`src/rtl/lsu_pkg.sv`:
```
// Shared encodings for the load/store unit: DMType codes, FSM states,
// the latched request record and the byte-enable / write-data helpers.
package lsu_pkg;

  localparam logic [2:0] DM_WORD   = 3'b000;
  localparam logic [2:0] DM_HALF   = 3'b001;
  localparam logic [2:0] DM_HALF_U = 3'b010;
  localparam logic [2:0] DM_BYTE   = 3'b011;
  localparam logic [2:0] DM_BYTE_U = 3'b100;

  typedef enum logic [1:0] {
    IDLE = 2'd0,
    BUSY = 2'd1,
    DONE = 2'd2
  } lsu_state_e;

  typedef struct packed {
    logic        we;
    logic [2:0]  dmtype;
    logic [1:0]  off;
    logic [3:0]  be;
    logic [31:0] wdata;
  } lsu_req_t;

  // Legal DMType and naturally aligned for its size.
  function automatic logic lsu_legal(input logic [2:0] dm, input logic [1:0] off);
    case (dm)
      DM_WORD:             lsu_legal = (off == 2'b00);
      DM_HALF, DM_HALF_U:  lsu_legal = ~off[0];
      DM_BYTE, DM_BYTE_U:  lsu_legal = 1'b1;
      default:             lsu_legal = 1'b0;
    endcase
  endfunction

  function automatic logic [3:0] lsu_be(input logic [2:0] dm, input logic [1:0] off);
    case (dm)
      DM_HALF, DM_HALF_U:  lsu_be = 4'b0011 << {off[1], 1'b0};
      DM_BYTE, DM_BYTE_U:  lsu_be = 4'b0001 << off;
      default:             lsu_be = 4'b1111;
    endcase
  endfunction

  // Replicate the LSB-justified store data onto every lane it may land in.
  function automatic logic [31:0] lsu_wdata(input logic [2:0] dm, input logic [31:0] wd);
    case (dm)
      DM_HALF, DM_HALF_U:  lsu_wdata = {2{wd[15:0]}};
      DM_BYTE, DM_BYTE_U:  lsu_wdata = {4{wd[7:0]}};
      default:             lsu_wdata = wd;
    endcase
  endfunction

endpackage

```
`src/rtl/lsu_fsm_if.sv`:
```
// Word-wide req/ack memory bus between the LSU (master) and memory (slave).
interface lsu_fsm_if #(
  parameter int ADDR_W = 32
);
  logic              bus_req;
  logic              bus_we;
  logic [ADDR_W-1:0] bus_addr;
  logic [3:0]        bus_be;
  logic [31:0]       bus_wdata;
  logic              bus_ack;
  logic [31:0]       bus_rdata;

  modport master (
    output bus_req, bus_we, bus_addr, bus_be, bus_wdata,
    input  bus_ack, bus_rdata
  );

  modport slave (
    input  bus_req, bus_we, bus_addr, bus_be, bus_wdata,
    output bus_ack, bus_rdata
  );
endinterface

```
`src/rtl/lsu_load_ext.sv`:
```
// Load lane select plus sign/zero extension of a raw bus word.
module lsu_load_ext
  import lsu_pkg::*;
(
  input  logic [31:0] raw,
  input  logic [1:0]  off,
  input  logic [2:0]  dmtype,
  output logic [31:0] ext
);

  logic [7:0]  lane8;
  logic [15:0] lane16;

  always_comb begin
    lane8  = raw[8*off +: 8];
    lane16 = off[1] ? raw[31:16] : raw[15:0];
    case (dmtype)
      DM_BYTE:   ext = {{24{lane8[7]}}, lane8};
      DM_BYTE_U: ext = {24'd0, lane8};
      DM_HALF:   ext = {{16{lane16[15]}}, lane16};
      DM_HALF_U: ext = {16'd0, lane16};
      default:   ext = raw;
    endcase
  end

endmodule

```
`src/rtl/lsu_fsm.sv`:
```
// Load/store unit: one decoded access -> one byte-enabled req/ack bus transfer.
// Define LSU_TIMEOUT_EN to abort BUSY after TIMEOUT cycles without bus_ack.
module lsu_fsm
  import lsu_pkg::*;
#(
  parameter int ADDR_W  = 32,
  parameter int TIMEOUT = 255
) (
  input  logic              clk,
  input  logic              rst,
  input  logic              mem_req,
  input  logic              MemWrite,
  input  logic              MemRead,
  input  logic [2:0]        DMType,
  input  logic [ADDR_W-1:0] addr,
  input  logic [31:0]       wdata,
  output logic              stall,
  output logic [31:0]       rdata,
  output logic              rdata_valid,
  output logic              fault,
  lsu_fsm_if.master         bus
);

  lsu_state_e        state_q, state_d;
  lsu_req_t          req_q, req_d;
  logic [ADDR_W-1:0] addr_q, addr_d;
  logic [31:0]       rdata_q, rdata_d;
  logic              valid_q, valid_d;
  logic              fault_q, fault_d;
  logic [31:0]       ext_data;
  logic              access;

`ifdef LSU_TIMEOUT_EN
  logic [7:0] cnt_q, cnt_d;
`endif

  lsu_load_ext u_ext (
    .raw    (bus.bus_rdata),
    .off    (req_q.off),
    .dmtype (req_q.dmtype),
    .ext    (ext_data)
  );

  assign access = mem_req & (MemWrite | MemRead);

  always_comb begin
    state_d = state_q;
    req_d   = req_q;
    addr_d  = addr_q;
    rdata_d = rdata_q;
    valid_d = 1'b0;
    fault_d = 1'b0;
    stall   = 1'b0;
`ifdef LSU_TIMEOUT_EN
    cnt_d   = (state_q == BUSY) ? cnt_q + 8'd1 : 8'd0;
`endif
    case (state_q)
      IDLE: begin
        if (access) begin
          if (lsu_legal(DMType, addr[1:0])) begin
            stall        = 1'b1;
            state_d      = BUSY;
            req_d.we     = MemWrite;
            req_d.dmtype = DMType;
            req_d.off    = addr[1:0];
            req_d.be     = lsu_be(DMType, addr[1:0]);
            req_d.wdata  = lsu_wdata(DMType, wdata);
            addr_d       = {addr[ADDR_W-1:2], 2'b00};
          end else begin
            // Faulting access: no bus traffic, pipeline keeps moving.
            fault_d = 1'b1;
          end
        end
      end
      BUSY: begin
        stall = 1'b1;
        if (bus.bus_ack) begin
          state_d = DONE;
          if (!req_q.we) begin
            rdata_d = ext_data;
            valid_d = 1'b1;
          end
        end
`ifdef LSU_TIMEOUT_EN
        else if (cnt_q == 8'(TIMEOUT - 1)) begin
          state_d = DONE;
          fault_d = 1'b1;
        end
`endif
      end
      DONE:    state_d = IDLE;
      default: state_d = IDLE;
    endcase
  end

  always_ff @(posedge clk) begin
    if (rst) begin
      state_q <= IDLE;
      req_q   <= '0;
      addr_q  <= '0;
      rdata_q <= '0;
      valid_q <= 1'b0;
      fault_q <= 1'b0;
`ifdef LSU_TIMEOUT_EN
      cnt_q   <= 8'd0;
`endif
    end else begin
      state_q <= state_d;
      req_q   <= req_d;
      addr_q  <= addr_d;
      rdata_q <= rdata_d;
      valid_q <= valid_d;
      fault_q <= fault_d;
`ifdef LSU_TIMEOUT_EN
      cnt_q   <= cnt_d;
`endif
    end
  end

  // valid_q is only set on a load ack, so it is high exactly in that DONE cycle.
  assign rdata       = rdata_q;
  assign rdata_valid = valid_q;
  assign fault       = fault_q;

  assign bus.bus_req   = (state_q == BUSY);
  assign bus.bus_we    = req_q.we;
  assign bus.bus_addr  = addr_q;
  assign bus.bus_be    = req_q.be;
  assign bus.bus_wdata = req_q.wdata;

endmodule

```
`src/flat_wrapper.sv`:
```
// flat-port wrapper written by rule: the top's interface ports become plain ports
module lsu_fsm_flat import lsu_pkg::*;
#(
  parameter int ADDR_W  = 32,
  parameter int TIMEOUT = 255
)
  (clk, rst, mem_req, MemWrite, MemRead, DMType, addr, wdata, stall, rdata, rdata_valid, fault, bus_bus_req, bus_bus_we, bus_bus_addr, bus_bus_be, bus_bus_wdata, bus_bus_ack, bus_bus_rdata);
  lsu_fsm_if #(.ADDR_W(ADDR_W)) bus_i ();
  input  logic clk;
  input  logic rst;
  input  logic mem_req;
  input  logic MemWrite;
  input  logic MemRead;
  input  logic [2:0] DMType;
  input  logic [ADDR_W-1:0] addr;
  input  logic [31:0] wdata;
  output logic stall;
  output logic [31:0] rdata;
  output logic rdata_valid;
  output logic fault;
  output wire logic [$bits(bus_i.bus_req)-1:0] bus_bus_req;
  output wire logic [$bits(bus_i.bus_we)-1:0] bus_bus_we;
  output wire logic [$bits(bus_i.bus_addr)-1:0] bus_bus_addr;
  output wire logic [$bits(bus_i.bus_be)-1:0] bus_bus_be;
  output wire logic [$bits(bus_i.bus_wdata)-1:0] bus_bus_wdata;
  input wire logic [$bits(bus_i.bus_ack)-1:0] bus_bus_ack;
  input wire logic [$bits(bus_i.bus_rdata)-1:0] bus_bus_rdata;
  assign bus_bus_req = bus_i.bus_req;
  assign bus_bus_we = bus_i.bus_we;
  assign bus_bus_addr = bus_i.bus_addr;
  assign bus_bus_be = bus_i.bus_be;
  assign bus_bus_wdata = bus_i.bus_wdata;
  assign bus_i.bus_ack = bus_bus_ack;
  assign bus_i.bus_rdata = bus_bus_rdata;
  lsu_fsm #(.ADDR_W(ADDR_W), .TIMEOUT(TIMEOUT)) u_core (.clk(clk), .rst(rst), .mem_req(mem_req), .MemWrite(MemWrite), .MemRead(MemRead), .DMType(DMType), .addr(addr), .wdata(wdata), .stall(stall), .rdata(rdata), .rdata_valid(rdata_valid), .fault(fault), .bus(bus_i));
endmodule
```
`config.mk`:
```
export PLATFORM = sky130hd
export DESIGN_NAME = lsu_fsm_flat
export DESIGN_NICKNAME = d
export VERILOG_FILES = /design/src/rtl/lsu_pkg.sv /design/src/rtl/lsu_fsm_if.sv /design/src/rtl/lsu_load_ext.sv /design/src/rtl/lsu_fsm.sv /design/src/flat_wrapper.sv
export SDC_FILE = /design/constraint.sdc
export NUM_CORES = 1
export LEC_CHECK = 0
export BUFFER_PORTS_ARGS = -buffer_cell sky130_fd_sc_hd__buf_2
export CAP_MARGIN = 30
export CELL_PAD_IN_SITES_DETAIL_PLACEMENT = 2
export CELL_PAD_IN_SITES_GLOBAL_PLACEMENT = 2
export CORE_ASPECT_RATIO = 1.2
export CORE_MARGIN = 2
export CORE_UTILIZATION = 25
export DETAILED_ROUTE_END_ITERATION = 10
export PLACE_DENSITY_LB_ADDON = 0.1
export SETUP_SLACK_MARGIN = 0.05
export SYNTH_ARGS = -nofsm -noshare
export SYNTH_HDL_FRONTEND = slang
export SYNTH_HIERARCHICAL = 1
export SYNTH_SLANG_ARGS = --single-unit
```
`constraint.sdc`:
```
create_clock -name clk -period 1.8 [get_ports clk]
set_input_delay 0.09 -clock clk [delete_from_list [all_inputs] [get_ports clk]]
set_output_delay 0.09 -clock clk [all_outputs]
set_load 0.01 [all_outputs]
```
==> flow_summary.toml <==
[clocking]
clk_pin_slew_worst_paths_ns = 0.07
clockRootBuffer = "clkbuf_16"
cts_made_buffers = 9
clock-sinks = 108
clk_latency_ns = 0.36
h-tree-depth = 3
cts_tree = "built"
clockBufferDepth = 2

[floorplan]
die_area_mm2 = 0.0230
die_w_um = 139
coreArea_mm2 = 0.0216
die_h_um = 166
std_cell_rows = 59
start_util_pct = 25.3
io_pins = 210

[critical_path]
crit_chain = "or4b_2 -> o31a_4 -> o221ai_1 -> nand2_1 -> a21oi_1"
critPathMaxStageDelay_ns = 0.64
regToRegSetupSlack_ns = 0.09
worst_setup_path_end_kind = "flop"
cp_max_fo = 7
worst_path_max_delay_cell = "or4b_2"
arrival_ns = 1.98
critical_path_class = "reg -> reg"
cp-start-kind = "flop"
critical_path_required_ns = 2.08

[timing]
maxSlewHeadroom_pct = 54.1
slew_violations = 0
finalSetupTns_ns = 0
rsz0062_at_grt = "yes"
setup_viol = 0
tightest_slew_ns = 0.688
hold_viol = 0
max_freq_mhz = 586
min_period_ns = 1.71
fin_skew_ns = 0.00730
setup_ws_ns = 0.0940
finalCritPeriodShare_pct = 94.8

[synth]
ys_seq_area_share_pct = 39.6
synthFlopType = "dfxtp_1"
netlist_instances = 667
yosys.area.top_type_share_pct = 39.6
syn_area_mm2 = 0.00546
ys.warnings.count = 6
yosys.area.top_type = "dfxtp_1"
synth-seq-cells = 108
avgSynthCellArea_um2 = 8.19
yosys-top-cells-area = "dfxtp_1, a21oi_1, o21ai_0"
synth-edff-count = 0
synth.distinct_cells = 52
async_flop_share_pct = 0

[detailed_routing]
drc = 0
wl_per_cell_um = 20.0
initialDrtViolationCount = 242
antenna_left = 0
firstDrtPassIters = 4
routed.top_layer = "met4"
vias_per_cell = 5.05
vias = 5669
routed_wl_um = 22400
route.met2.wl_um = 11300
wl_met1_um = 9710
wl_met3_um = 1070

[global_routing]
antenna_found_initial = 0
overflow = 0
grt_pass1_wl_um = 35600
grt_start_max_net_pins = 93
grt_pass1_vias = 6285
grt.total_usage_pct = 19.2

[min_path]
hold_path.class = "in -> reg"

[layout]
synthToLayoutAreaGrowth_pct = 32.6
layout.cells.most_common = "buf_2"
antenna_cells = 0
layout_common_cells = "buf_2, dfxtp_1, a21oi_1, o21ai_0, nand2_1"
nNetsFinal = 950
drive_gt1_share_pct = 32.4

[power_and_ir_drop]
p_leak_nw = 3.10
p_total_w = 0.00595
max-vdd-ir-drop_mv = 0.442
powerDensity_mw_per_mm2 = 822

[place]
dpl_worst_slack_ns = 0.0342
post-dp-hpwl_um = 16100
place_congestion = 0.815
port_buffers = 207

[status]
outcome = "finished clean"

[flow_run]
cap_violations = 0
[metal layers]
metal  vias to the layer above  GRT usage, %
li1                       2726             -
met1                      2780          23.8
met2                       142          33.4
met3                        21          3.78
met4                         0          5.88
met5                         -             0
[synthesized netlist by cell type (9+ instances only)]
library cell  number
dfxtp_1          108
a21oi_1           90
o21ai_0           70
nand2_1           67
clkbuf_1          48
nand3_1           46
buf_4             41
o211ai_1          27
mux2i_1           22
a21o_1            17
o221ai_1          15
o21ai_1           11
o211a_1            9
[final timing paths]
check	startpoint	to	depth (start not counted)
worst max-delay path	u_core/req_q[36]	u_core/rdata[0]	5
worst min register to register	u_core/rdata[3]	u_core/rdata[3]	2
worst min-delay path	addr[4]	u_core/bus.bus_addr[4]	3
worst max register to register	u_core/req_q[36]	u_core/rdata[0]	5
[power breakdown]
group	switching, W	internal (W)	leakage, nW
sequential	0.0000592	0.00250	0.878
clock	0.000950	0.00121	0.145
combinational	0.000717	0.000517	2.07
total	0.00173	0.00423	3.10
[worst max-delay path, delay by kind of cell, from the launching register on]
family           cells  cell delay (ns)
flip-flops           1             0.36
AND/OR/NAND/NOR      2             0.72
AO/OA/AOI/OAI        3             0.54
[kinds of logic (layout without fill, tap and decap cells)]
logic type	Yosys count	count (layout)	synth area share, %
adder cells (fa/ha/maj)	1	1	0.183
buffers and inverters	104	284	10.6
XOR/XNOR	2	2	0.321
AND/OR/NAND/NOR	158	158	14.1
flip-flops	108	108	39.6
other	1	2	0.0687
multiplexers	24	24	4.65
AO/OA/AOI/OAI	269	269	30.5
[per-stage QoR]
stage	cells	cell area [µm²]	hold slack (ns)	util [%]
floorplan	668	5470	0.230	-
CTS	1122	7210	0.000360	33.4
global route	1122	7240	0.0180	33.6
finish	1122	7240	0.0185	33.6
detailed placement	1078	6590	0.353	30.6
global placement	1078	6590	0.345	30.6
[final cells by class]
cell class                 instances  area [µm²]
timing repair buffer             267        1640
tap                              274         343
inverter                           3        11.3
fill                            2494       14300
clock buffer                      10         229
sequential                       108        2160
multi-input combinational        456        2790
clock inverter                     4        76.3
[flip-flops by register name, summed over array words and instances, names as in the netlist]
name,cells
u_core/bus.bus_addr,30
u_core/rdata,32
u_core/bus.bus_be,4
u_core/bus.bus_we,1
u_core/state_q,2
u_core/rdata_valid,1
u_core/fault,1
u_core/req_q,5
u_core/bus.bus_wdata,32
[repair_timing]
| item | CTS | global route |
|---|---|---|
| setup buffers | 1 | 0 |
| endpoints found under the setup margin | 5 | 13 |
| cloned | 0 | 0 |
| gates resized for setup | 2 | 9 |
| hold endpoints to repair | 29 | 0 |
| hold buffers | 29 | 0 |
| pin swaps | 1 | 1 |
No activity file was read; power rests on OpenSTA's default activity.
